### config.mk
export PLATFORM = sky130hd
export DESIGN_NAME = l2_arbiter
export DESIGN_NICKNAME = d
export VERILOG_FILES = /design/src/rtl/l2_arbiter.sv
export SDC_FILE = /design/constraint.sdc
export NUM_CORES = 1
export LEC_CHECK = 0
export BUFFER_PORTS_ARGS = -buffer_cell sky130_fd_sc_hd__buf_2
export CAP_MARGIN = 20
export CORE_AREA = 3 3 340 342
export DETAILED_ROUTE_END_ITERATION = 10
export DIE_AREA = 0 0 343 345
export SYNTH_ARGS = -nofsm -noshare
export SYNTH_HDL_FRONTEND = slang
export SYNTH_SLANG_ARGS = --single-unit
export TNS_END_PERCENT = 100
### constraint.sdc
create_clock -name clk -period 1.7 [get_ports clk]
set_input_delay 0.17 -clock clk [delete_from_list [all_inputs] [get_ports clk]]
set_output_delay 0.17 -clock clk [all_outputs]
set_load 0.02 [all_outputs]
### src/rtl/l2_arbiter.sv
// l2_arbiter: round-robin merge of the I-side and D-side wishbone line masters onto one L2 port.
module l2_arbiter #(
  parameter int ADDR_WIDTH = 12,
  parameter int DATA_WIDTH = 128,
  parameter int SEL_WIDTH  = DATA_WIDTH / 8
) (
  input  logic                  clk,
  input  logic                  reset,
  input  logic                  i_CYC,
  input  logic                  i_STB,
  input  logic                  i_WE,
  input  logic [ADDR_WIDTH-1:0] i_ADR,
  input  logic [SEL_WIDTH-1:0]  i_SEL,
  input  logic [DATA_WIDTH-1:0] i_DAT_MOSI,
  output logic [DATA_WIDTH-1:0] i_DAT_MISO,
  output logic                  i_ACK,
  output logic                  i_RTY,
  input  logic                  d_CYC,
  input  logic                  d_STB,
  input  logic                  d_WE,
  input  logic [ADDR_WIDTH-1:0] d_ADR,
  input  logic [SEL_WIDTH-1:0]  d_SEL,
  input  logic [DATA_WIDTH-1:0] d_DAT_MOSI,
  output logic [DATA_WIDTH-1:0] d_DAT_MISO,
  output logic                  d_ACK,
  output logic                  d_RTY,
  output logic                  l2_CYC,
  output logic                  l2_STB,
  output logic                  l2_WE,
  output logic [ADDR_WIDTH-1:0] l2_ADR,
  output logic [SEL_WIDTH-1:0]  l2_SEL,
  output logic [DATA_WIDTH-1:0] l2_DAT_MOSI,
  input  logic [DATA_WIDTH-1:0] l2_DAT_MISO,
  input  logic                  l2_ACK,
  input  logic                  l2_RTY,
  output logic                  grant_d,
  output logic                  conflict_pulse
);
  typedef enum logic [1:0] {IDLE, BUSY_I, BUSY_D} state_t;
  state_t r_state;
  logic   r_last;
  logic   w_i_req, w_d_req, w_busy_i, w_busy_d, w_done;
  assign w_i_req  = i_CYC & i_STB;
  assign w_d_req  = d_CYC & d_STB;
  assign w_busy_i = r_state == BUSY_I;
  assign w_busy_d = r_state == BUSY_D;
  assign w_done   = l2_ACK | l2_RTY;
  // r_last records who finished last; an aborted transaction leaves it alone
  always_ff @(posedge clk) begin
    if (reset) begin
      r_state <= IDLE;
      r_last  <= 1'b0;
    end else begin
      case (r_state)
        IDLE:    r_state <= (w_i_req && w_d_req) ? (r_last ? BUSY_I : BUSY_D) :
                            w_d_req ? BUSY_D : w_i_req ? BUSY_I : IDLE;
        BUSY_I:  if (w_done) begin
                   r_state <= IDLE;
                   r_last  <= 1'b0;
                 end else if (!i_CYC) r_state <= IDLE;
        BUSY_D:  if (w_done) begin
                   r_state <= IDLE;
                   r_last  <= 1'b1;
                 end else if (!d_CYC) r_state <= IDLE;
        default: r_state <= IDLE;
      endcase
    end
  end
  assign l2_CYC      = w_busy_i ? i_CYC      : w_busy_d ? d_CYC      : 1'b0;
  assign l2_STB      = w_busy_i ? i_STB      : w_busy_d ? d_STB      : 1'b0;
  assign l2_WE       = w_busy_i ? i_WE       : w_busy_d ? d_WE       : 1'b0;
  assign l2_ADR      = w_busy_i ? i_ADR      : w_busy_d ? d_ADR      : '0;
  assign l2_SEL      = w_busy_i ? i_SEL      : w_busy_d ? d_SEL      : '0;
  assign l2_DAT_MOSI = w_busy_i ? i_DAT_MOSI : w_busy_d ? d_DAT_MOSI : '0;
  assign i_DAT_MISO  = l2_DAT_MISO;
  assign d_DAT_MISO  = l2_DAT_MISO;
  assign i_ACK       = w_busy_i & l2_ACK;
  assign i_RTY       = w_busy_i & l2_RTY;
  assign d_ACK       = w_busy_d & l2_ACK;
  assign d_RTY       = w_busy_d & l2_RTY;
  assign grant_d        = w_busy_d;
  assign conflict_pulse = (r_state == IDLE) & w_i_req & w_d_req;
endmodule

Word level (Yosys, flattened, before mapping)

Index checks and enable logic that the tools add are counted.

Equal/unequal tests: 6
Muxes and demuxes: 24
Bitwise operators: 9
Reductions and logical operators: 5

Operator list:

| kind                 | count |
|---|---|
| $mux W128            | 2 |
| $mux W16             | 2 |
| $mux W12             | 2 |
| $mux W2              | 7 |
| $mux W1              | 9 |
| $and A1 B1 Y1        | 8 |
| $ne A3 B2 Y1 const B | 2 |
| $pmux W2 S3          | 1 |
| $ne A2 B1 Y1 const B | 2 |
| $reduce_and A3 Y1    | 1 |
| $eq A2 B1 Y1 const B | 1 |
| $eq A2 B2 Y1 const B | 1 |
| $logic_not A2 Y1     | 1 |
| $pmux W1 S2          | 1 |
| $reduce_and A2 Y1    | 1 |
| $reduce_bool A2 Y1   | 1 |
| $logic_and A1 B1 Y1  | 1 |
| $or A1 B1 Y1         | 1 |

Register bits after elaboration: 3
Input bits: 450
Output and inout bits: 421
Logic and storage cells: 46

Longest topological paths before layout

Gate-level depths: netlist of the first run.

Word-level depth: 5
Gate-level depth with buffers: 7
Depth with buffers taken out: 5

Worst setup path after synthesis of the first run

No wires, ideal clock.

Kind: reg2out
Start: register r_state[0]
End: output port l2_DAT_MOSI[100]
Arrival: 1.563 ns
Data required time: 1.530 ns
Setup slack: -0.033 ns
Stages on the path, launching flop included: 8
Path buffers: 3
Cells stage by stage: dfxtp_1 -> inv_1 -> ha_1 -> buf_2 -> buf_2 -> buf_2 -> nand2_1 -> o21ai_0

Longest elaborated chain between the ends: 3
Elaborated cells on any way between the ends: 4
Classes of those cells: eq/ne (2); mux (2)

Ends and longest elaborated chain:

| what                   | line | RTL |
|---|---|---|
| start, declared        | 40   | `state_t r_state;` |
| start signal, assigned | 55   | `IDLE: r_state <= (w_i_req && w_d_req) ? (r_last ? BUSY_I : BUSY_D) :` |
| $eq A2 B2 Y1           | 46   | `assign w_busy_d = r_state == BUSY_D;` |
| $mux W128              | 74   | `assign l2_DAT_MOSI = w_busy_i ? i_DAT_MOSI : w_busy_d ? d_DAT_MOSI : '0;` |
| $mux W128 *            | 74   |  |
| end, declared          | 32   | `output logic [DATA_WIDTH-1:0] l2_DAT_MOSI,` |

Mark *: on every way between the ends. The rest lies on a longest branch, timed or not.

Final worst setup path of the first run

Start: register r_state[1]
End: output port l2_WE

Longest elaborated chain between the ends: 3
Elaborated cells on any way between the ends: 4
Classes of those cells: eq/ne (2); mux (2)

Ends and longest elaborated chain:

| what          | line | RTL |
|---|---|---|
| $eq A2 B2 Y1  | 46   |  |
| $mux W1       | 71   | `assign l2_WE = w_busy_i ? i_WE : w_busy_d ? d_WE : 1'b0;` |
| $mux W1 *     | 71   |  |
| end, declared | 29   | `output logic l2_WE,` |

Marked as above.

==> summary.md, run 1 <==
| Metric | Value |
|---|---|
| Initial drt markers | 268 |
| Fillers | 13390 |
| Die width | 343 um |
| Final Skew | between 0.1 and 0.15 ps |
| Post-synthesis sequential area ratio | 0.01364 |
| Final #Nets | 1525 |
| Hold_sp | reset |
| Port bufs | approximately 490 |
| Routed via count | 6683 |
| Crit path cell chain | inv_2 > ha_4 > buf_12 > buf_12 > clkbuf_16 > a22o_4 > buf_12 |
| Worst path max stage delay | 350 ps |
| Slew margin rel. | 0.7901 |
| Critical Path Source Type | flip-flop |
| Drt first pass iters | 4 |
| Clock latency at the later pin of the worst-skew pair | 230 ps |
| Pre-CTS setup slack | -231.0 ps |
| Hold_buf cts | 0 |
| Min-Delay Path Class | in2reg |
| Grt ovf | 0 |
| Largest net degree at the start of global routing | 32 |
| Arrival time worst endpoint | 1780 ps |
| Final RePlAce weighted congestion | 0.8311 |
| Post-DP HPWL | approximately 74 mm |
| CTS Buf Count | 3 |
| FF+latch count, synth | 3 |
| CTS tree | done |
| Slew Viols, Final | 0 |
| Total GRT Usage | 0.1275 |
| Crit. End Element | primary output |
| Critical path's most frequent cell | buf_12 |
| H-tree depth | 1 |
| Max cap viols | 0 |
| Clock root cell | clkbuf_16 |
| Failing checks | setup timing |
| Core area | 112700 um2 |
| Layout cells sized above 1 | 0.6688 |
| Maximum clock path buffer count | 2 |
| Initial antenna violation count | 79 |
| Final hold violation count | 0 |
| RSZ-0062 raised after global routing | yes |
| Reg2reg start | r_state[1]$_SDFFE_PP0P_ |
| Final worst slack | -251.0 ps |
| Vias in the first global route | about 6700 |
| Required @ worst endpoint | 1530 ps |
| Critical Path Fanout Max | 7 |
| Antenna-violating nets left | 0 |
| Final Critical Period | 1951 ps |
| Die ar. | 118300 um2 |
| Syn Std Cell Area | between 4000 and 5000 um2 |
| Worst Path Class, Setup | reg2out |
| First-pass GRT wire length | 95.00 mm |
| Worst path slowest cell | dfxtp_2 |
| Pleak | 3.902 nW |
| Wire per inst | 31.82 um |
| Post-Route Setup TNS | -25840 ps |
| Reg2reg end | r_state[1]$_SDFFE_PP0P_ |
| Final setup vio count | 163 |
| Syn Inst Count | 812 |
| Top Ports | 871 |
| Post-Syn Area per Cell | around 5.4 um2 |
| Post-DR vias/cell | 2.579 |
| Worst slew pin tran | around 310 ps |
| Pwr dens | ~270 nW/um2 |
| Yosys warns | 0 |
| Status | finished, violations left |
| Worst ir drop on vdd | 0.0001999 V |
| Hold_ws | 129.8 ps |
| Area growth, synth to finish | 119.4% |
| Tcrit/Tclk final | 1.148 |
| R2r setup slk | -70 ps |
| Starting density of the core | 0.03908 |
| DRC | 0 |
| Die Ht | 345 um |
| Post-Route WL | approximately 80 mm |
| Worst Reg-to-Reg Cells | 7 |
| Clk pin slew, worst setup/hold paths | 30 ps |
| Synth unique cells | 21 |
| Clock sinks | 3 |
| FP Rows | 123 |
| Syn Nets | 1267 |
| Hold endpoint | r_state[0]$_SDFFE_PP0P_ |
| Min-Delay Path Depth | 2 |
| Highest Clock Rate | 512.6 MHz |
[metrics by stage]
| step | util | total power [W] | cells | cell area [um2] |
|---|---|---|---|---|
| 2_1_floorplan | - | 0.001486 | 812 | 4403 |
| 3_3_place_gp | 0.06630 | 0.001744 | 2531 | 7468 |
| 3_5_place_dp | 0.06630 | 0.001774 | 2531 | 7468 |
| 4_1_cts | 0.07399 | 0.002374 | 2547 | 8335 |
| 5_1_grt | 0.08534 | 0.002760 | 2572 | 9614 |
| 6_report | 0.08577 | 0.002589 | 2591 | 9662 |
[cells in the final DEF, fill, tap and decap left out, types with 3 or more instances in the layout]
cell	count
buf_2	332
buf_16	8
o21ai_2	73
a22o_1	4
o21ai_0	20
ha_1	3
o21ai_1	52
buf_8	7
and2_1	4
diode_2	22
clkbuf_16	17
buf_12	45
buf_4	69
nand2_4	13
nand2_1	254
nand3_1	5
o21ai_4	11
nand2_2	44
buf_6	85
[critical path, delay by kind of cell (launching register included)]
family          cells  cell delay, ps
buf+inv             5             680
compound gates      1             260
fa+ha+maj           1             240
flops               1             350
[where the power goes]
part	leakage [nW]	switching [W]	total (W)	internal, W
logic	3.84	0.00116	0.00213	0.000976
clock network	0.0383	0.0000707	0.000381	0.000310
registers	0.0253	0.00000344	0.0000772	0.0000738
total	3.90	0.00123	0.00259	0.00136
[how the worst max path moves through the flow]
stage,startpoint,end,slack [ps],cells past startpoint
after CTS,r_state[1]$_SDFFE_PP0P_,l2_WE,-230,7
after global routing,r_state[1]$_SDFFE_PP0P_,l2_ADR[6],-290,8
after floorplan,r_state[0]$_SDFFE_PP0P_,l2_DAT_MOSI[101],-30,7
after global placement,r_state[0]$_SDFFE_PP0P_,l2_DAT_MOSI[51],-150,7
after detailed placement,r_state[0]$_SDFFE_PP0P_,l2_DAT_MOSI[31],-230,7
final,r_state[1]$_SDFFE_PP0P_,l2_WE,-250,7
[cell usage after synthesis]
cell | count | area (um2)
inv_1 | 3 | 11.26
and3_1 | 1 | 6.260
nand2_1 | 311 | 1167
buf_4 | 256 | 1922
a21oi_1 | 2 | 10.01
and3b_1 | 1 | 8.760
o211ai_1 | 1 | 7.510
buf_6 | 1 | 11.26
and2_1 | 4 | 25.02
nor2b_1 | 1 | 6.260
a31oi_1 | 1 | 6.260
nand3_1 | 5 | 25.02
buf_1 | 1 | 3.750
clkbuf_1 | 28 | 105.1
o21ai_0 | 156 | 780.8
dfxtp_1 | 3 | 60.06
a22o_1 | 5 | 43.79
a211o_1 | 2 | 17.52
nor2_1 | 2 | 7.510
ha_1 | 5 | 62.56
buf_2 | 23 | 115.1
[registers in the layout, summed over array words and instances, names as in the netlist]
name,cells
r_state,2
r_last,1
[cell families (layout without fill, tap and decap cells)]
group,Yosys count,after routing,synth area share
AOI/OAI and AO/OA,167,167,0.1966
DFF,3,3,0.01364
buffers and inverters,312,569,0.4925
adders and majority gates,5,5,0.01421
and+or+nand+nor,325,325,0.2830
other,0,22,0
[what timing repair did]
action | CTS | global route
endpoints found under the setup margin | 160 | 164
endpoints found under the hold margin | 0 | 0
resized for setup | 232 | 297
cloned | 5 | 17
buffers inserted | 7 | 7
pin swaps | 0 | 9
[cell type report]
cell class              instances  area [um2]  share of cell area
diodes                         22       55.05            0.005698
clock buffers                   4       78.83            0.008159
inverters                       3       11.26            0.001166
multi-input cells             497        2824              0.2923
flip-flops and latches          3       62.56            0.006475
well taps                    1500        1877              0.1943
repair buffers                562        4753              0.4920
[layer usage]
metal / share of wire / wire (um) / vias to the layer above / global-route usage
li1: - / - / 2892 / -
met1: 0.34 / 27630 / 2880 / 0.1282
met2: 0.45 / 37140 / 717 / 0.2026
met3: 0.20 / 16560 / 130 / 0.1192
met4: 0.0084 / 692 / 64 / 0.006120
met5: 0.0052 / 426 / - / 0
(Power assumes the default switching activity.)
==> run 2, diff against run 1 <==
--- a/config.mk
+++ b/config.mk
@@ -5,11 +5,13 @@
 export SDC_FILE = /design/constraint.sdc
 export NUM_CORES = 1
 export LEC_CHECK = 0
+export ABC_AREA = 1
 export BUFFER_PORTS_ARGS = -buffer_cell sky130_fd_sc_hd__buf_2
 export CAP_MARGIN = 20
-export CORE_AREA = 3 3 340 342
+export CORE_AREA = 3 3 342 344
 export DETAILED_ROUTE_END_ITERATION = 10
-export DIE_AREA = 0 0 343 345
+export DIE_AREA = 0 0 345 347
+export SLEW_MARGIN = 20
 export SYNTH_ARGS = -nofsm -noshare
 export SYNTH_HDL_FRONTEND = slang
 export SYNTH_SLANG_ARGS = --single-unit
==> run 2 against run 1 <==
Against the previous run: the run still ends with setup timing left; highest routed layer unchanged; routed wire length decreased by 0.26%; sequential share of layout area hardly changed; via count increased by 1.4%; setup slack improved by 130 ps; fmax up 6.9%; critical path depth up 2; clock-buffer cell count stayed put; core utilization decreased by 0.40 points; largest power group unchanged; flip-flop and latch count stayed put; clock skew is 1.8 ps higher; worst hold slack gained 100 ps.
==> summary.md, run 2 <==
| Metric | Value |
|---|---|
| First-pass GRT wire length | 98.12 mm (+3.3%) |
| Area growth, synth to finish | 100.9% |
| Commonest cells after routing, fill and taps aside | buf_2, nand2_1, buf_6 |
| Pleak | 4.332 nW (+11%) |
| Clk pin slew, worst setup/hold paths | 30 ps (about the same) |
| Final Critical Period | 1825 ps (-126.1 ps) |
| Number of flip-flops in the largest register | 2 (unchanged) |
| Drt first pass iters | 5 (+1) |
| Worst path max stage delay | 320 ps (-30 ps) |
| RSZ-0062 raised after global routing | yes |
| Clock root cell | clkbuf_16 |
| Max cap viols | 0 (unchanged) |
| CTS tree | done |
| Post-Syn Area per Cell | 5.542 um2 (+2.2%) |
| Highest Clock Rate | 548.0 MHz (+6.9%) |
| Hold_buf cts | 0 (unchanged) |
| Die Ht | 347 um (+0.58%) |
| Syn Nets | 1293 (+2.1%) |
| Final design utilization | 0.08172 (-0.004047) |
| DRC | 0 (unchanged) |
| CTS Buf Count | 3 (unchanged) |
| Pre-CTS setup slack | -110.0 ps (+121.0 ps) |
| FF+latch count, synth | 3 (unchanged) |
| Share of the synthesized area in the top cell type | 0.4235 (-0.01300) |
| Worst path bufs/invs | 6 (+1) |
| Final worst slack | -124.9 ps (+126.1 ps) |
| Initial antenna violation count | 100 (+27%) |
| Top reg by flops | r_state |
| Slew margin rel. | 0.7600 (-0.03010) |
| Slew Viols, Final | 0 (unchanged) |
| Total power | 0.002793 W (+7.9%) |
| FFs w/ async S/R, synth | 0 (unchanged) |
| Starting density of the core | 0.04067 (+0.001589) |
| Worst ir drop on vdd | 0.0002561 V (+28%) |
| Count leader, synth | nand2_1 |
| Area contributors post-synth | buf_4, nand2_1, nand3_1 |
| Min-Delay Path Class | in2reg |
| Post-Route WL | 82.24 mm (-0.26%) |
| Final #Nets | 1536 (+0.72%) |
| Top Ports | 871 (unchanged) |
| Final Skew | 1.909 ps (+1.779 ps) |
| Largest net degree at the start of global routing | 40 (+25%) |
| FP Rows | 124 (+0.81%) |
| Grt ovf | 0 (unchanged) |
| Tcrit/Tclk final | 1.073 (-0.07418) |
| Total GRT Usage | 0.1293 (+0.001805) |
| Top_reg_cell synth | dfxtp_1 |
| Critical Path Fanout Max | 7 (unchanged) |
| Synth unique cells | 15 (-29%) |
| Post-DR vias/cell | 2.581 (about the same) |
| Required @ worst endpoint | 1530 ps (about the same) |
| Die ar. | 119700 um2 (+1.2%) |
| Cell accounting for the most synthesized area | buf_4 |
| Most common cell after layout, fill and taps aside | buf_2 |
| Die width | 345 um (+0.58%) |
| Crit path cell chain | inv_2 > ha_4 > buf_12 > clkinv_16 > buf_12 > buf_16 > nand3_2 > nand2_2 > buf_12 |
| Post-synthesis sequential area ratio | 0.01293 (-0.0007092) |
| Layout cells sized above 1 | 0.6222 (-0.04663) |
| Pwr dens | 299.3 nW/um2 (+12%) |
| Hold_sp | reset |
| Syn Inst Count | 838 (+3.2%) |
| Critical Path Source Type | flip-flop |
| CP Launch Point | r_state[1]$_SDFFE_PP0P_ |
| Final RePlAce weighted congestion | 0.8465 (+1.9%) |
| Initial drt markers | 400 (+49%) |
| Final hold violation count | 0 (unchanged) |
| Routed via count | 6779 (+1.4%) |
| Yosys warns | 0 (unchanged) |
| H-tree depth | 1 (unchanged) |
| Largest regs | r_state (2), r_last (1) |
| Wire per inst | 31.30 um (-1.6%) |
| Crit. End Element | primary output |
| Core area | 114200 um2 (+1.4%) |
| Worst Path Class, Setup | reg2out |
| Antenna-violating nets left | 0 (unchanged) |
| Worst slew pin tran | 358.7 ps (+44.98 ps) |
| EDFF count, synth | 0 (unchanged) |
| Status | finished, violations left |
| Syn Std Cell Area | 4644 um2 (+5.5%) |
| Synth top cells by count | nand2_1, buf_4, nand3_1 |
| Port bufs | 486 (unchanged) |
| Critical path's most frequent cell | buf_12 |
| Maximum clock path buffer count | 2 (unchanged) |
| Reg2reg start | r_state[1]$_SDFFE_PP0P_ |
| Failing checks | setup timing |
| Cell family with most CP delay | buffers and inverters |
| Clock latency at the later pin of the worst-skew pair | 230 ps (about the same) |
| Worst path slowest cell | dfxtp_2 |
| Final setup vio count | 157 (-3.7%) |
| Vias in the first global route | 6744 (+0.52%) |
| Arrival time worst endpoint | 1650 ps (-130 ps) |
| Clock sinks | 3 (unchanged) |
| Post-DP HPWL | 74.64 mm (+0.39%) |
-- run 2: logic make-up after synthesis --
| family | after synthesis | synth area share |
|---|---|---|
| AOI/OAI and AO/OA | 1 | 0.001077 |
| DFF | 3 | 0.01293 |
| adders and majority gates | 5 | 0.01347 |
| buffers and inverters | 322 | 0.5081 |
| and+or+nand+nor | 507 | 0.4644 |
-- run 2: path summary, 6_finish.rpt --
path                            cells after the start  slack [ps]                      end
worst max-delay path                                9        -120         l2_DAT_MOSI[100]
worst min-delay path                                4         230  r_state[1]$_SDFFE_PP0P_
worst max register to register                     10          60  r_state[0]$_SDFFE_PP0P_
worst min register to register                      2         520      r_last$_SDFFE_PP0P_
-- run 2: stage by stage --
stage,cells,hold slack [ps],area (um2),TNS [ps]
finish,2627,229.9,9331,-8357
detailed placement,2565,340.2,7326,-1951
CTS,2583,222.2,8516,-12430
global placement,2565,340.2,7326,-137.0
floorplan,838,337.1,4644,0
global route,2596,264.3,9254,-19270
-- run 2: area by class of cell --
class	instances	area (um2)
Antenna cell	35	87.58
Tap cell	1512	1892
Multi-Input combinational cell	513	2649
Sequential cell	3	65.06
Inverter	13	75.07
Timing Repair inverter	1	16.27
Clock buffer	4	78.83
Fill cell	13570	104900
Timing Repair Buffer	546	4468
-- run 2: worst register-to-register path, cell delays in order, from the launching register on --
cell and delay [ps]:
dfxtp_2 340, inv_2 60, ha_4 160, buf_4 130, buf_8 150, buf_6 150, nand2_1 100, nand2_1 120
nand3_1 130, nand2_1 90, nor2_1 130
-- run 2: metal layers --
metal,wire length [um],vias up,part of all wire,GRT usage
met1,30220,2939,0.37,0.1353
met3,17060,142,0.21,0.1330
li1,-,2929,-,-
met5,644,-,0.0078,0
met2,33320,675,0.41,0.1865
met4,993,94,0.012,0.01315
-- run 2: where the power goes --
part	total, W	switching, W	internal, W
logic	0.00233	0.00130	0.00104
registers	0.0000801	0.00000500	0.0000751
clock network	0.000380	0.0000698	0.000310
-- run 2: repair_timing --
| item | CTS | global route |
|---|---|---|
| setup endpoints to repair | 160 | 160 |
| pin swaps | 2 | 26 |
| endpoints found under the hold margin | 0 | 0 |
| buffers inserted | 6 | 4 |
| cloned | 8 | 6 |
| gates resized for setup | 278 | 147 |
